**src/rtl/muldiv_pkg.sv**
```systemverilog
// Shared definitions for the iterative multiply/divide unit: operation
// encodings, FSM state type and small decode helpers.
package muldiv_pkg;

    // Operation encodings as presented on the op input
    localparam logic [1:0] OP_MULT  = 2'd0;
    localparam logic [1:0] OP_MULTU = 2'd1;
    localparam logic [1:0] OP_DIV   = 2'd2;
    localparam logic [1:0] OP_DIVU  = 2'd3;

    // Sequencer states
    typedef enum logic [1:0] {
        IDLE = 2'd0,
        RUN  = 2'd1,
        DONE = 2'd2
    } state_t;

    // True for the two's-complement operations (MULT, DIV)
    function automatic logic op_is_signed(input logic [1:0] op_f);
        return (op_f == OP_MULT) || (op_f == OP_DIV);
    endfunction

    // True for the divide operations (DIV, DIVU)
    function automatic logic op_is_div(input logic [1:0] op_f);
        return (op_f == OP_DIV) || (op_f == OP_DIVU);
    endfunction

endpackage

```
**src/rtl/muldiv_unit.sv**
```systemverilog
// Iterative MIPS-style multiply/divide unit. One shift-add (multiply) or
// restoring-subtract (divide) step per clock on magnitudes, with the sign
// applied to the 2*WIDTH result when it is registered into hi/lo.
module muldiv_unit
    import muldiv_pkg::*;
#(
    parameter  int unsigned WIDTH = 32,
    localparam int unsigned CNT_W = $clog2(WIDTH) + 1
) (
    input  logic             clk,
    input  logic             rst,
    input  logic             start,
    input  logic [1:0]       op,
    input  logic [WIDTH-1:0] A,
    input  logic [WIDTH-1:0] B,
    output logic             busy,
    output logic             done,
    output logic [WIDTH-1:0] hi,
    output logic [WIDTH-1:0] lo
);

    // Shared accumulator: multiply holds {partial product, remaining multiplier},
    // divide holds {partial remainder, dividend bits / quotient bits}.
    logic [2*WIDTH-1:0] r_acc;
    logic [WIDTH-1:0]   r_b;
    logic [1:0]         r_op;
    logic               r_sign_a;
    logic               r_sign_b;
    logic [CNT_W-1:0]   r_cnt;
    state_t             r_state;
    logic               r_busy;
    logic               r_done;
    logic [WIDTH-1:0]   r_hi;
    logic [WIDTH-1:0]   r_lo;

    logic               w_accept;
    logic               w_signed;
    logic               w_div0;
    logic               w_sa;
    logic               w_sb;
    logic [WIDTH-1:0]   w_mag_a;
    logic [WIDTH-1:0]   w_mag_b;
    logic [WIDTH:0]     w_mul_sum;
    logic [WIDTH:0]     w_div_cand;
    logic [WIDTH+1:0]   w_div_diff;
    logic [2*WIDTH-1:0] w_acc_next;
    logic [2*WIDTH-1:0] w_fixed;
    logic               w_last;

    // Apply result signs: MULT negates the whole product, DIV negates the
    // quotient on differing signs and gives the remainder the dividend's sign.
    function automatic logic [2*WIDTH-1:0] fix_result(
        input logic [1:0]         op_f,
        input logic [2*WIDTH-1:0] raw,
        input logic               sa,
        input logic               sb
    );
        logic [2*WIDTH-1:0] res;
        logic [WIDTH-1:0]   q;
        logic [WIDTH-1:0]   r;
        res = raw;
        q   = raw[WIDTH-1:0];
        r   = raw[2*WIDTH-1:WIDTH];
        if (op_is_div(op_f)) begin
            if (sa ^ sb) begin
                q = -q;
            end
            if (sa) begin
                r = -r;
            end
            res = {r, q};
        end else if (sa ^ sb) begin
            res = -raw;
        end
        return res;
    endfunction

    // Operand capture: magnitudes and sign flags for the accepted operation.
    // Divide by zero is run as unsigned so hi returns A untouched.
    always_comb begin
        w_accept = start && ((r_state == IDLE) || (r_state == DONE));
        w_signed = op_is_signed(op);
        w_div0   = op_is_div(op) && (B == '0);
        w_sa     = w_signed && !w_div0 && A[WIDTH-1];
        w_sb     = w_signed && !w_div0 && B[WIDTH-1];
        w_mag_a  = w_sa ? -A : A;
        w_mag_b  = w_sb ? -B : B;
    end

    // One datapath step: shift-add for multiply, restoring subtract for divide
    always_comb begin
        w_mul_sum  = {1'b0, r_acc[2*WIDTH-1:WIDTH]} + {1'b0, (r_acc[0] ? r_b : '0)};
        w_div_cand = {r_acc[2*WIDTH-1:WIDTH], r_acc[WIDTH-1]};
        w_div_diff = {1'b0, w_div_cand} - {2'b00, r_b};
        if (op_is_div(r_op)) begin
            if (!w_div_diff[WIDTH+1]) begin
                w_acc_next = {w_div_diff[WIDTH-1:0], r_acc[WIDTH-2:0], 1'b1};
            end else begin
                w_acc_next = {w_div_cand[WIDTH-1:0], r_acc[WIDTH-2:0], 1'b0};
            end
        end else begin
            w_acc_next = {w_mul_sum, r_acc[WIDTH-1:1]};
        end
        w_fixed = fix_result(r_op, w_acc_next, r_sign_a, r_sign_b);
        w_last  = (r_cnt == CNT_W'(WIDTH - 1));
    end

    // Sequencer, iteration counter, operand registers and registered outputs
    always_ff @(posedge clk or posedge rst) begin
        if (rst) begin
            r_state  <= IDLE;
            r_acc    <= '0;
            r_b      <= '0;
            r_op     <= OP_MULT;
            r_sign_a <= 1'b0;
            r_sign_b <= 1'b0;
            r_cnt    <= '0;
            r_busy   <= 1'b0;
            r_done   <= 1'b0;
            r_hi     <= '0;
            r_lo     <= '0;
        end else if (w_accept) begin
            // Accept from IDLE or back-to-back from DONE
            r_state  <= RUN;
            r_acc    <= {{WIDTH{1'b0}}, w_mag_a};
            r_b      <= w_mag_b;
            r_op     <= op;
            r_sign_a <= w_sa;
            r_sign_b <= w_sb;
            r_cnt    <= '0;
            r_busy   <= 1'b1;
            r_done   <= 1'b0;
        end else begin
            case (r_state)
                IDLE: begin
                    r_done <= 1'b0;
                end
                RUN: begin
                    r_acc <= w_acc_next;
                    r_cnt <= r_cnt + 1'b1;
                    if (w_last) begin
                        r_state <= DONE;
                        r_busy  <= 1'b0;
                        r_done  <= 1'b1;
                        r_hi    <= w_fixed[2*WIDTH-1:WIDTH];
                        r_lo    <= w_fixed[WIDTH-1:0];
                    end
                end
                DONE: begin
                    r_state <= IDLE;
                    r_done  <= 1'b0;
                end
                default: begin
                    r_state <= IDLE;
                    r_busy  <= 1'b0;
                    r_done  <= 1'b0;
                end
            endcase
        end
    end

    assign busy = r_busy;
    assign done = r_done;
    assign hi   = r_hi;
    assign lo   = r_lo;

endmodule
```
**config.mk**
```make
export PLATFORM = sky130hd
export DESIGN_NAME = muldiv_unit
export DESIGN_NICKNAME = d
export VERILOG_FILES = /design/src/rtl/muldiv_pkg.sv /design/src/rtl/muldiv_unit.sv
export SDC_FILE = /design/constraint.sdc
export NUM_CORES = 1
export LEC_CHECK = 0
export BUFFER_PORTS_ARGS = -buffer_cell sky130_fd_sc_hd__buf_2
export CORE_ASPECT_RATIO = 0.7
export CORE_MARGIN = 3
export CORE_UTILIZATION = 25
export DETAILED_ROUTE_END_ITERATION = 7
export SLEW_MARGIN = 25
export SYNTH_ARGS = -nofsm -noshare
export SYNTH_HDL_FRONTEND = slang
export SYNTH_SLANG_ARGS = --single-unit
```
**constraint.sdc**
```tcl
create_clock -name clk -period 6.89 [get_ports clk]
set_input_delay 0.3445 -clock clk [delete_from_list [all_inputs] [get_ports clk]]
set_output_delay 0.3445 -clock clk [all_outputs]
set_load 0.03 [all_outputs]
```
* After elaboration in Yosys (flattened, before gate mapping)
Index checks and enable logic that the tools add are counted.
** Storage, ports and cells
- Register bits :: 174
- Bits in latches :: 0
- Bits in writable memories :: 0
- Memory bits (read-only) :: 0
- Logic and storage cells :: 71
- Memories kept :: 0
** Cells by class
- $add $sub $neg :: 8
- Multiply operators :: 0
- Divide/modulo/power cells :: 0
- $lt $le $gt $ge :: 0
- Eq/ne operators :: 10
- Shifts and indexed selects :: 0
- Multiplexer cells :: 22
- Bitwise operators :: 2
- Reductions and logical operators :: 18
** Operators by type and width (number)
- $mux W64 :: 6
- $mux W32 :: 5
- $neg A32 Y32 :: 4
- $neg A64 Y64 :: 1
- $sub A33 B32 Y34 :: 1
- $add A32 B32 Y33 :: 1
- $logic_not A32 Y1 :: 1
- $mux W6 :: 2
- $eq A2 B2 Y1 const B :: 5
- $add A6 B1 Y6 const B :: 1
- $eq A6 B5 Y1 const B :: 1
- $logic_and A1 B1 Y1 :: 5
- $mux W1 :: 5
- $logic_not A2 Y1 :: 2
- $logic_or A1 B1 Y1 :: 4
- $mux W2 :: 2
- $pmux W2 S2 :: 1
- $reduce_and A2 Y1 :: 2
- $ne A3 B3 Y1 const B :: 1
- $reduce_and A3 Y1 :: 1
- $eq A2 B1 Y1 const B :: 1
- $ne A2 B1 Y1 const B :: 1
- $ne A2 B2 Y1 const B :: 1
- $pmux W1 S2 :: 1
- other kinds (5) :: 5

* Longest topological paths before layout
Gate-level depths: netlist (run 1).
- Depth in word-level cells :: 8
- Gate-level depth with buffers :: 22

* Least setup slack after synthesis (run 1)
OpenSTA, ideal clock, no wires.
- Path type :: register -> register
- From :: register r_op[1]
- To :: register r_hi[12] (netlist: hi[12])
- Library setup time :: 0.083 ns
- Data arrival time :: 4.905 ns
- Setup slack :: 1.903 ns
- Cell stages (with the launch flop) :: 20
- Buffers on the path :: 7
- Period minus slack after synthesis :: 4.987 ns
- Cell sequence :: dfrtp_1 > buf_2 > clkbuf_1 > buf_2 > buf_2 > clkbuf_1 > buf_1 > mux2i_1 > ha_1 > o211ai_1 > or4_1 > nor4_1 > and2_1 > inv_1 > nor3_1 > nand2b_1 > clkbuf_1 > o21ai_0 > xnor2_1 > o21ai_0
** On the way
- Word-level cells in the longest chain between the ends :: 6
- Elaborated cells on any way between the ends :: 9
** Ends and longest elaborated chain
- from (decl) :: RTL line muldiv_unit.sv:26 : logic [1:0] r_op;
- from (signal assigned) :: RTL line muldiv_unit.sv:127 : r_op <= op;
- $eq A2 B2 Y1 :: RTL line muldiv_pkg.sv:25 : return (op_f == OP_DIV) || (op_f == OP_DIVU);
- $logic_or A1 B1 Y1 * :: RTL line muldiv_pkg.sv:25
- $mux W64 :: RTL line muldiv_unit.sv:95 : if (op_is_div(r_op)) begin
- $neg A64 Y64 or $neg A32 Y32 (tied branches) :: RTL line muldiv_unit.sv:73, muldiv_unit.sv:69
- $mux W64 or $mux W32 (tied branches) :: RTL line muldiv_unit.sv:72, muldiv_unit.sv:68
- $mux W64 * :: RTL line muldiv_unit.sv:64 : if (op_is_div(op_f)) begin
- to (signal assigned) :: RTL line muldiv_unit.sv:145 : r_hi <= w_fixed[2*WIDTH-1:WIDTH];
- to (decl) :: RTL line muldiv_unit.sv:33 : logic [WIDTH-1:0] r_hi;
Mark *: on every way between the ends. The rest lies on a longest branch, timed or not.
A chain may end at the register's enable or synchronous reset.

* Final worst setup path (run 1)
- From :: register r_acc[51]
- To :: register r_hi[18] (netlist: hi[18])
** On the way
- Word-level cells in the longest chain between the ends :: 6
- Elaborated cells on any way between the ends :: 9
** Ends and longest elaborated chain
- from (decl) :: RTL line muldiv_unit.sv:24 : logic [2*WIDTH-1:0] r_acc;
- from (signal assigned) :: RTL line muldiv_unit.sv:125 : r_acc <= {{WIDTH{1'b0}}, w_mag_a};
- from (signal assigned) :: RTL line muldiv_unit.sv:139 : r_acc <= w_acc_next;
- $sub A33 B32 Y34 :: RTL line muldiv_unit.sv:94 : w_div_diff = {1'b0, w_div_cand} - {2'b00, r_b};
- $mux W64 :: RTL line muldiv_unit.sv:96 : if (!w_div_diff[WIDTH+1]) begin
- $mux W64 * :: RTL line muldiv_unit.sv:95
- $neg A64 Y64 or $neg A32 Y32 (tied branches) :: RTL line muldiv_unit.sv:73, muldiv_unit.sv:69
- $mux W64 or $mux W32 (tied branches) :: RTL line muldiv_unit.sv:72, muldiv_unit.sv:68
- $mux W64 * :: RTL line muldiv_unit.sv:64
Marks and branches as above.

==> reports/results.ini, run 1 <==
[run_status]
status=complete, no violations

[timing]
final.setup.tns_ns=0
min_period_over_period=0.8939
setup_viol=0
fmax_mhz=162.4
worstMarginPinSlew_ns=1.036
hold_viol=0
min_period_ns=6.159
drv_slew=0
skew_ns=0.02505
rsz0062_at_grt=false
whs_ns=0.1780
relSlewSlack=0.3031

[layout]
n_antenna_cell=0
synthToLayoutAreaGrowth_pct=13.27
fin_nets=2103
fill_cells=6370
final_cells=2774
multi_input_area_mm2=0.01013
most-common-layout-cells=275 x nand2_1, 179 x o21ai_0, 172 x dfrtp_1
drive_gt1_frac=0.1250
layout_commonest_cell=nand2_1
seq_area_mm2=0.004333

[setup_path]
rrSetupSlack_ns=0.73
cp-start-kind=flip-flop
worst-r2r-cell-count=18
startpoint=r_acc[51]
reg2reg_to=hi[18]
worstSetupEndpointType=flip-flop
crit_type=flip-flop to flip-flop
cp_max_fo=12
cp_data_arrival_time_ns=6.47
r2r-start=r_acc[51]
worstPathRequired_ns=7.20

[yosys]
synth-seq-cells=173
synth_edf_count=0
yosysUniqueCellTypes=107
avgSynthCellArea_um2=7.961
async_flop_share=1.000
synth-seq-area-share=0.2865
syn_area_mm2=0.01511
yosysWarnings=0
synthCells=1898
ys.flop_type=dfrtp_1
syn-num-nets=2038

[grt]
grt_overflow=0
grt_pass1_vias=14000
met3_usage=0.05700
grt_pass1_wl_um=88090
globalRouteTotalUtil=0.1806
grt_max_degree=88
grt_antenna_before_repair=1
gr-usage-met2=0.2335
top_usage_layer=met1
use_met1=0.2850

[drt]
drc_errors=0
wl_per_cell_um=21.07
first_pass_iters=5
vias_per_cell=5.451
drt-total-wl_um=58460
ant_nets=0
num_vias=15120
initialDrtViolationCount=1506

[die]
fp-row-count=74
ios=135
die_h_um=211.7
die-width_um=299.9
die_area_mm2=0.06348
initial_core_util=0.2558
core-area_mm2=0.05907

[clock_tree]
cts.clk_slew.worst_paths_ns=0.08
htreeDepth=4
cts_tree=built
clock_latency_ns=0.46
clock_path_buffers=2
clock_sinks=173
cts_setup_buffers=0
cts-root-buf=clkbuf_16
tritoncts.num_buffers=17
cts-hold-fix-buffers=1
cts-resized-gates=0

[placed_design]
place_congestion=1.016
io_buffer_count=134
dp_hpwl_um=46500
dp.cells=2741

[worst_hold_path]
hp-class=input pin to flip-flop
holdPathStages=3
min-delay-start=A[31]
min_to=r_acc[31]

[run]
max-cap-violations=0

[sequential cells by signal (all words and copies together), names as in the netlist]
register,count
r_acc,64
hi,32
lo,32
r_b,32
r_cnt,6
r_state,2
busy,1
done,1
r_op,1
r_sign_a,1
r_sign_b,1
[how the worst max path moves through the flow]
stage                     slack, ns     end  cells past startpoint
after CTS                      0.85  hi[18]                     18
after floorplan                1.86    busy                      1
after global routing           0.26  hi[12]                     18
after global placement         1.05   hi[6]                     18
final                          0.73  hi[18]                     18
after detailed placement       0.90  hi[18]                     18
[per-layer routing]
metal	vias to the layer above	share of wire
li1	7067	-
met1	7297	0.49
met2	714	0.38
met3	42	0.12
met4	0	0.011
met5	-	0
[critical path, cell delays in order (launching register included)]
cell	delay, ns
dfrtp_1	0.47
ha_1	0.47
a21oi_1	0.21
o21ai_1	0.17
a311oi_2	0.52
o21a_1	0.46
a31oi_4	0.24
a21oi_1	0.43
ha_1	0.26
o211ai_1	0.13
or4_1	0.57
nor4_1	0.38
and2_1	0.31
inv_1	0.11
nor3_1	0.40
nand2b_1	0.38
o21ai_0	0.20
xnor2_1	0.20
o21ai_0	0.09
[metrics by stage]
| step | cell area [um2] | util | setup WS, ns |
|---|---|---|---|
| detailed placement | 16510 | 0.2795 | 0.9002 |
| finish | 17120 | 0.2897 | 0.7309 |
| floorplan | 15110 | - | 1.857 |
| CTS | 17110 | 0.2896 | 0.8542 |
| global placement | 16510 | 0.2795 | 1.053 |
| global route | 17120 | 0.2897 | 0.2568 |
[cell usage after synthesis, drive strengths merged, types with 24 or more instances]
cell / instances / area share
ha: 69 / 0.057
o211ai: 29 / 0.015
nor3: 44 / 0.015
a31oi: 33 / 0.015
o21ai: 204 / 0.069
xnor2: 68 / 0.039
xor2: 79 / 0.046
inv: 60 / 0.015
o221ai: 33 / 0.020
dfrtp: 173 / 0.29
nand2: 277 / 0.069
mux2i: 41 / 0.027
and2: 46 / 0.019
clkbuf: 87 / 0.022
a21oi: 126 / 0.043
a211oi: 24 / 0.012
nand3: 28 / 0.0093
nor2: 125 / 0.031
[kinds of logic (layout without fill, tap and decap cells)]
| kind of cell | Yosys count | in the layout | share of synthesized area |
|---|---|---|---|
| flip-flops | 173 | 173 | 0.2865 |
| XOR/XNOR | 147 | 147 | 0.08520 |
| buffers and inverters | 169 | 247 | 0.04488 |
| AO/OA/AOI/OAI | 624 | 624 | 0.2792 |
| adder cells (fa/ha/maj) | 71 | 71 | 0.05978 |
| AND/OR/NAND/NOR | 670 | 670 | 0.2150 |
| multiplexers | 44 | 44 | 0.02939 |
[cell type report]
| type | count | share of cell area |
|---|---|---|
| multi-input cells | 1556 | 0.5920 |
| flip-flops and latches | 173 | 0.2532 |
| well taps | 798 | 0.05834 |
| repair buffers | 155 | 0.04876 |
| clock buffers | 18 | 0.02566 |
| inverters | 60 | 0.01345 |
| clock inverters | 14 | 0.008626 |
Power of run 1 is left out: the tool's default activity adds up to more than one toggle a clock period on the data nets, which glitch-free logic cannot reach.
==> run 2, diff against run 1 <==
PLACE_DENSITY = 0.43   (was default)
==> run 2 against run 1 <==
Net effect:
- wire length up 6.1%
- non-clock buffer count increased by 4
- final cell count rose by 0.18%
- register-to-register slack better by 0.02 ns
==> reports/results.ini, run 2 (synthesis results as in run 1) <==
[run_status]
status=complete, no violations

[die]
initial_core_util=0.2558
die-width_um=299.9
die_area_mm2=0.06348
die_h_um=211.7
core-area_mm2=0.05907
fp-row-count=74
ios=135

[power_and_ir_drop]
p_seq_frac=0.187
p_comb_frac=0.706
p_switching_mw=6.091
p_leak_nw=7.144
ir_worst_vdd_mv=0.2460
finalPower_mw=10.72
p_int_mw=4.628
clock_power_share=0.108
netSwitchingFraction=0.5682
p_per_area_mw_per_mm2=621.0

[timing]
drv_slew=0
worst_slack_ns=0.7484
worstMarginPinSlew_ns=1.066
min_period_ns=6.142
hold_viol=0
relSlewSlack=0.2890
final.setup.tns_ns=0
fmax_mhz=162.8
setup_viol=0
skew_ns=0.01905
rsz0062_at_grt=false
min_period_over_period=0.8914

[layout]
regMostFlops=r_acc
most-common-layout-cells=275 x nand2_1, 179 x o21ai_0, 172 x dfrtp_1
final_cells=2779
drive_gt1_frac=0.1268
largest_reg_flops=64
fin_area_mm2=0.01726
layout_commonest_cell=nand2_1
fin_nets=2107
synthToLayoutAreaGrowth_pct=14.23

[grt]
grt_overflow=0
globalRouteTotalUtil=0.1931
grt_antenna_before_repair=1
grt_max_degree=80
grt_pass1_vias=13720
grt_pass1_wl_um=91980

[drt]
wl_met2_um=22290
highest_layer=met4
num_vias=15000
ant_nets=0
met1_length_um=33260
vias_per_cell=5.398
first_pass_iters=5
drt-total-wl_um=62000
wl_per_cell_um=22.31
met3_length_um=5963
drc_errors=0
initialDrtViolationCount=1446

[worst_hold_path]
hp-class=input pin to flip-flop

[setup_path]
cp-start-kind=flip-flop
worstSetupEndpointType=flip-flop
cp_max_fo=12
cp_data_arrival_time_ns=6.47
crit_type=flip-flop to flip-flop
worstPathRequired_ns=7.22

[clock_tree]
cts-root-buf=clkbuf_16
clock_latency_ns=0.48
cts.clk_slew.worst_paths_ns=0.08
clock_path_buffers=2
tritoncts.num_buffers=17
cts_setup_buffers=0
clock_sinks=173
cts_tree=built
htreeDepth=4

[placed_design]
pre_cts_slack_ns=0.8729
dp.cells=2745
placed_area_mm2=0.01657
place_congestion=0.9254
io_buffer_count=134
dp_hpwl_um=49000

[run]
max-cap-violations=0

-- run 2: cell types whose count changed in the layout (fill, tap and decap cells not counted), moves of 2 or more --
| cell | before | now |
|---|---|---|
| inv_8 | 5 | 1 |
| bufinv_16 | 0 | 6 |
| clkbuf_1 | 0 | 2 |
| buf_4 | 19 | 24 |
| clkinv_8 | 2 | 0 |
-- run 2: metal layers --
| layer | up-vias | global-route usage |
|---|---|---|
| met1 | 7312 | 0.3230 |
| met4 | 0 | 0.03169 |
| li1 | 7083 | - |
| met3 | 29 | 0.04952 |
| met5 | - | 0 |
| met2 | 578 | 0.2380 |
-- run 2: through the flow --
step	utilization	hold WS, ns
global route	0.2922	0.1763
CTS	0.2920	0.1560
global placement	0.2804	0.4535
detailed placement	0.2804	0.4558
floorplan	-	0.4531
finish	0.2922	0.1798
-- run 2: final timing paths --
check / from / endpoint / slack, ns / cells after the start
max: r_acc[51] / hi[6] / 0.75 / 18
min in group asynchronous: rst / done / 0.52 / 3
min reg2reg: lo[9] / lo[9] / 0.47 / 2
min: A[31] / r_acc[31] / 0.18 / 3
max in group asynchronous: rst / r_op[1] / 5.13 / 4
max reg2reg: r_acc[51] / hi[6] / 0.75 / 18
-- run 2: cell type report --
cell class | instances | area, um2
Clock buffer | 19 | 432.9
Multi-Input combinational cell | 1556 | 10160
Antenna cell | 1 | 2.502
Clock inverter | 13 | 239.0
Timing Repair Buffer | 159 | 860.8
Inverter | 60 | 232.7
Sequential cell | 173 | 4333
Tap cell | 798 | 998.5
Fill cell | 6505 | 41810
-- run 2: critical path, stage by stage (launching register included) --
cell	delay [ns]
dfrtp_1	0.46
ha_1	0.46
a21oi_1	0.19
o21ai_1	0.16
a311oi_2	0.54
o21a_1	0.47
a31oi_4	0.23
a21oi_1	0.42
ha_1	0.26
o211ai_1	0.13
or4_1	0.57
nor4_1	0.36
and2_1	0.31
inv_1	0.11
nor3_1	0.43
nand2b_1	0.41
o21ai_0	0.19
xnor2_1	0.18
o21ai_0	0.09
-- run 2: power groups by stage --
stage / combinational (mW) / sequential, mW / clock [mW]
floorplan: 4.71 / 2.10 / 0
global route: 8.15 / 2.07 / 1.23
CTS: 7.40 / 1.98 / 1.18
detailed placement: 7.36 / 2.00 / 0
finish: 7.57 / 2.00 / 1.15
global placement: 7.39 / 1.98 / 0
-- run 2: timing repair --
action	4_1_cts	5_1_grt
setup endpoints to repair	0	0
gates resized for setup	0	0
hold endpoints to repair	73	0
hold buffers	1	0
No activity file was read; power rests on OpenSTA's default activity.
==> run 3, diff against run 2 <==
CORE_UTILIZATION = 35   (was 25)
PLACE_DENSITY = 0.55   (was 0.43)
==> run 3 against run 2 <==
Net effect:
- critical path depth unchanged
- hold slack got worse by 0.038 ns
- clock-buffer cell count shrank 1
- design area fell by 2.1%
- global-route usage is 5.1 points higher
- die area is 28% lower
- combinational power is 3% lower
- power is 2.6% lower
- maximum frequency decreased by 0.85%
- register-to-register slack got worse by 0.05 ns
- critical endpoint is now hi[8]
- highest routed layer unchanged
==> reports/results.ini, run 3 (synthesis results as in run 1) <==
[grt]
grt_overflow=0
grt_pass1_vias=13780
grt_antenna_before_repair=0
grt_pass1_wl_um=85790
grt_max_degree=80
globalRouteTotalUtil=0.2446

[clock_tree]
tritoncts.num_buffers=17
clock_sinks=173
htreeDepth=4
clock_path_buffers=2
cts-root-buf=clkbuf_16
cts-resized-gates=0
cts.clk_slew.worst_paths_ns=0.09
clock_latency_ns=0.47
cts_tree=built

[die]
fp-row-count=63
core-area_mm2=0.04249
initial_core_util=0.3557
die_area_mm2=0.04574
die-width_um=254.3
die_h_um=179.8
ios=135

[layout]
most-common-layout-cells=275 x nand2_1, 178 x o21ai_0, 172 x dfrtp_1
n_antenna_cell=0
synthToLayoutAreaGrowth_pct=11.86
fin_nets=2107
drive_gt1_frac=0.1283
regMostFlops=r_acc
layout_commonest_cell=nand2_1
largest_reg_flops=64
final_cells=2532
final_util=0.3978
fill_cells=4377

[run]
max-cap-violations=0

[placed_design]
dp.cells=2499
dp_hpwl_um=43740
place_congestion=0.9512
io_buffer_count=134

[drt]
vias_per_cell=5.920
num_vias=14990
wl_per_cell_um=22.40
drt-total-wl_um=56720
ant_nets=0
first_pass_iters=6
initialDrtViolationCount=1669
drc_errors=0

[timing]
relSlewSlack=0.3071
final.setup.tns_ns=0
min_period_ns=6.194
min_period_over_period=0.8990
drv_slew=0
skew_ns=0.02176
worstMarginPinSlew_ns=1.030
fmax_mhz=161.4
hold_viol=0
setup_viol=0
rsz0062_at_grt=false

[setup_path]
crit_type=flip-flop to flip-flop
worstSetupEndpointType=flip-flop
path_cells=ha_1 -> a21oi_1 -> o21ai_1 -> a311oi_2 -> o21a_1 -> a31oi_4 -> a21oi_1 -> ha_1 -> o211ai_1 -> or4_1 -> nor4_1 -> and2_1 -> inv_1 -> nor3_1 -> nand2b_1 -> o21ai_0 -> xnor2_1 -> o21ai_0
cp_data_arrival_time_ns=6.51
cp-start-kind=flip-flop
cp_max_fo=12
crit_slowest_cell=a311oi_2
worstPathRequired_ns=7.21
cp_top_family=compound AO/OA/AOI/OAI gates
critPathBufInv=1
cpPeakStageDelay_ns=0.57

[power_and_ir_drop]
p_per_area_mw_per_mm2=617.7
ir_worst_vdd_mv=0.2045
p_leak_nw=7.123

[worst_hold_path]
hp-class=input pin to flip-flop

[run_status]
status=complete, no violations

-- run 3: cell types whose count changed in the layout (fill, tap and decap cells not counted), sizes merged --
cell,change
bufinv,-3
clkinv,-1
clkinvlp,+1
clkbuf,-1
diode,-1
inv,+4
-- run 3: final timing paths --
kind / startpoint / end / slack [ns] / depth (start not counted)
max: r_acc[51] / hi[8] / 0.70 / 18
min: op[1] / r_op[1] / 0.14 / 3
max reg2reg: r_acc[51] / hi[8] / 0.70 / 18
min reg2reg: lo[27] / lo[27] / 0.48 / 2
max in group asynchronous: rst / r_acc[33] / 5.05 / 4
min in group asynchronous: rst / r_op[1] / 0.49 / 3
-- run 3: area by class of cell --
| cell class | instances | area, um2 | area share |
|---|---|---|---|
| Clock inverter | 14 | 181.4 | 0.01073 |
| Sequential cell | 173 | 4333 | 0.2563 |
| Inverter | 60 | 230.2 | 0.01362 |
| Multi-Input combinational cell | 1556 | 10180 | 0.6021 |
| Tap cell | 552 | 690.7 | 0.04086 |
| Timing Repair Buffer | 159 | 860.8 | 0.05093 |
| Clock buffer | 18 | 429.2 | 0.02539 |
-- run 3: worst reg2reg max path, cell delays in order, from the launching register on --
cell and delay [ns]:
dfrtp_1 0.47, ha_1 0.47, a21oi_1 0.19, o21ai_1 0.17, a311oi_2 0.57, o21a_1 0.48, a31oi_4 0.21, a21oi_1 0.38
ha_1 0.27, o211ai_1 0.14, or4_1 0.57, nor4_1 0.35, and2_1 0.34, inv_1 0.11, nor3_1 0.41, nand2b_1 0.45
o21ai_0 0.21, xnor2_1 0.17, o21ai_0 0.08
-- run 3: metal layers --
layer  up-vias  wire length (um)  track usage
met3        58              6655      0.09271
met1      7207             27760       0.3785
li1       7074                 -            -
met2       650             21490       0.3153
met5         -                 0            0
met4         0               803      0.04812
-- run 3: stage by stage --
| step | power (mW) | hold slack (ns) | worst slack, ns | area [um2] |
|---|---|---|---|---|
| floorplan | 6.805 | 0.4531 | 1.857 | 15110 |
| global placement | 9.093 | 0.4472 | 1.010 | 16250 |
| detailed placement | 9.153 | 0.4512 | 0.8412 | 16260 |
| CTS | 10.24 | 0.1179 | 0.8166 | 16880 |
| global route | 11.13 | 0.1683 | 0.2022 | 16900 |
| finish | 10.44 | 0.1421 | 0.6959 | 16900 |
-- run 3: power by group --
group	total (mW)	internal, mW	switching, mW
clock network	1.06	0.579	0.483
registers	2.00	1.46	0.541
logic	7.38	2.49	4.89
-- run 3: repair_timing --
action | in CTS | in global routing
setup buffers | 0 | 0
hold buffers | 1 | 0
endpoints found under the hold margin | 54 | 0
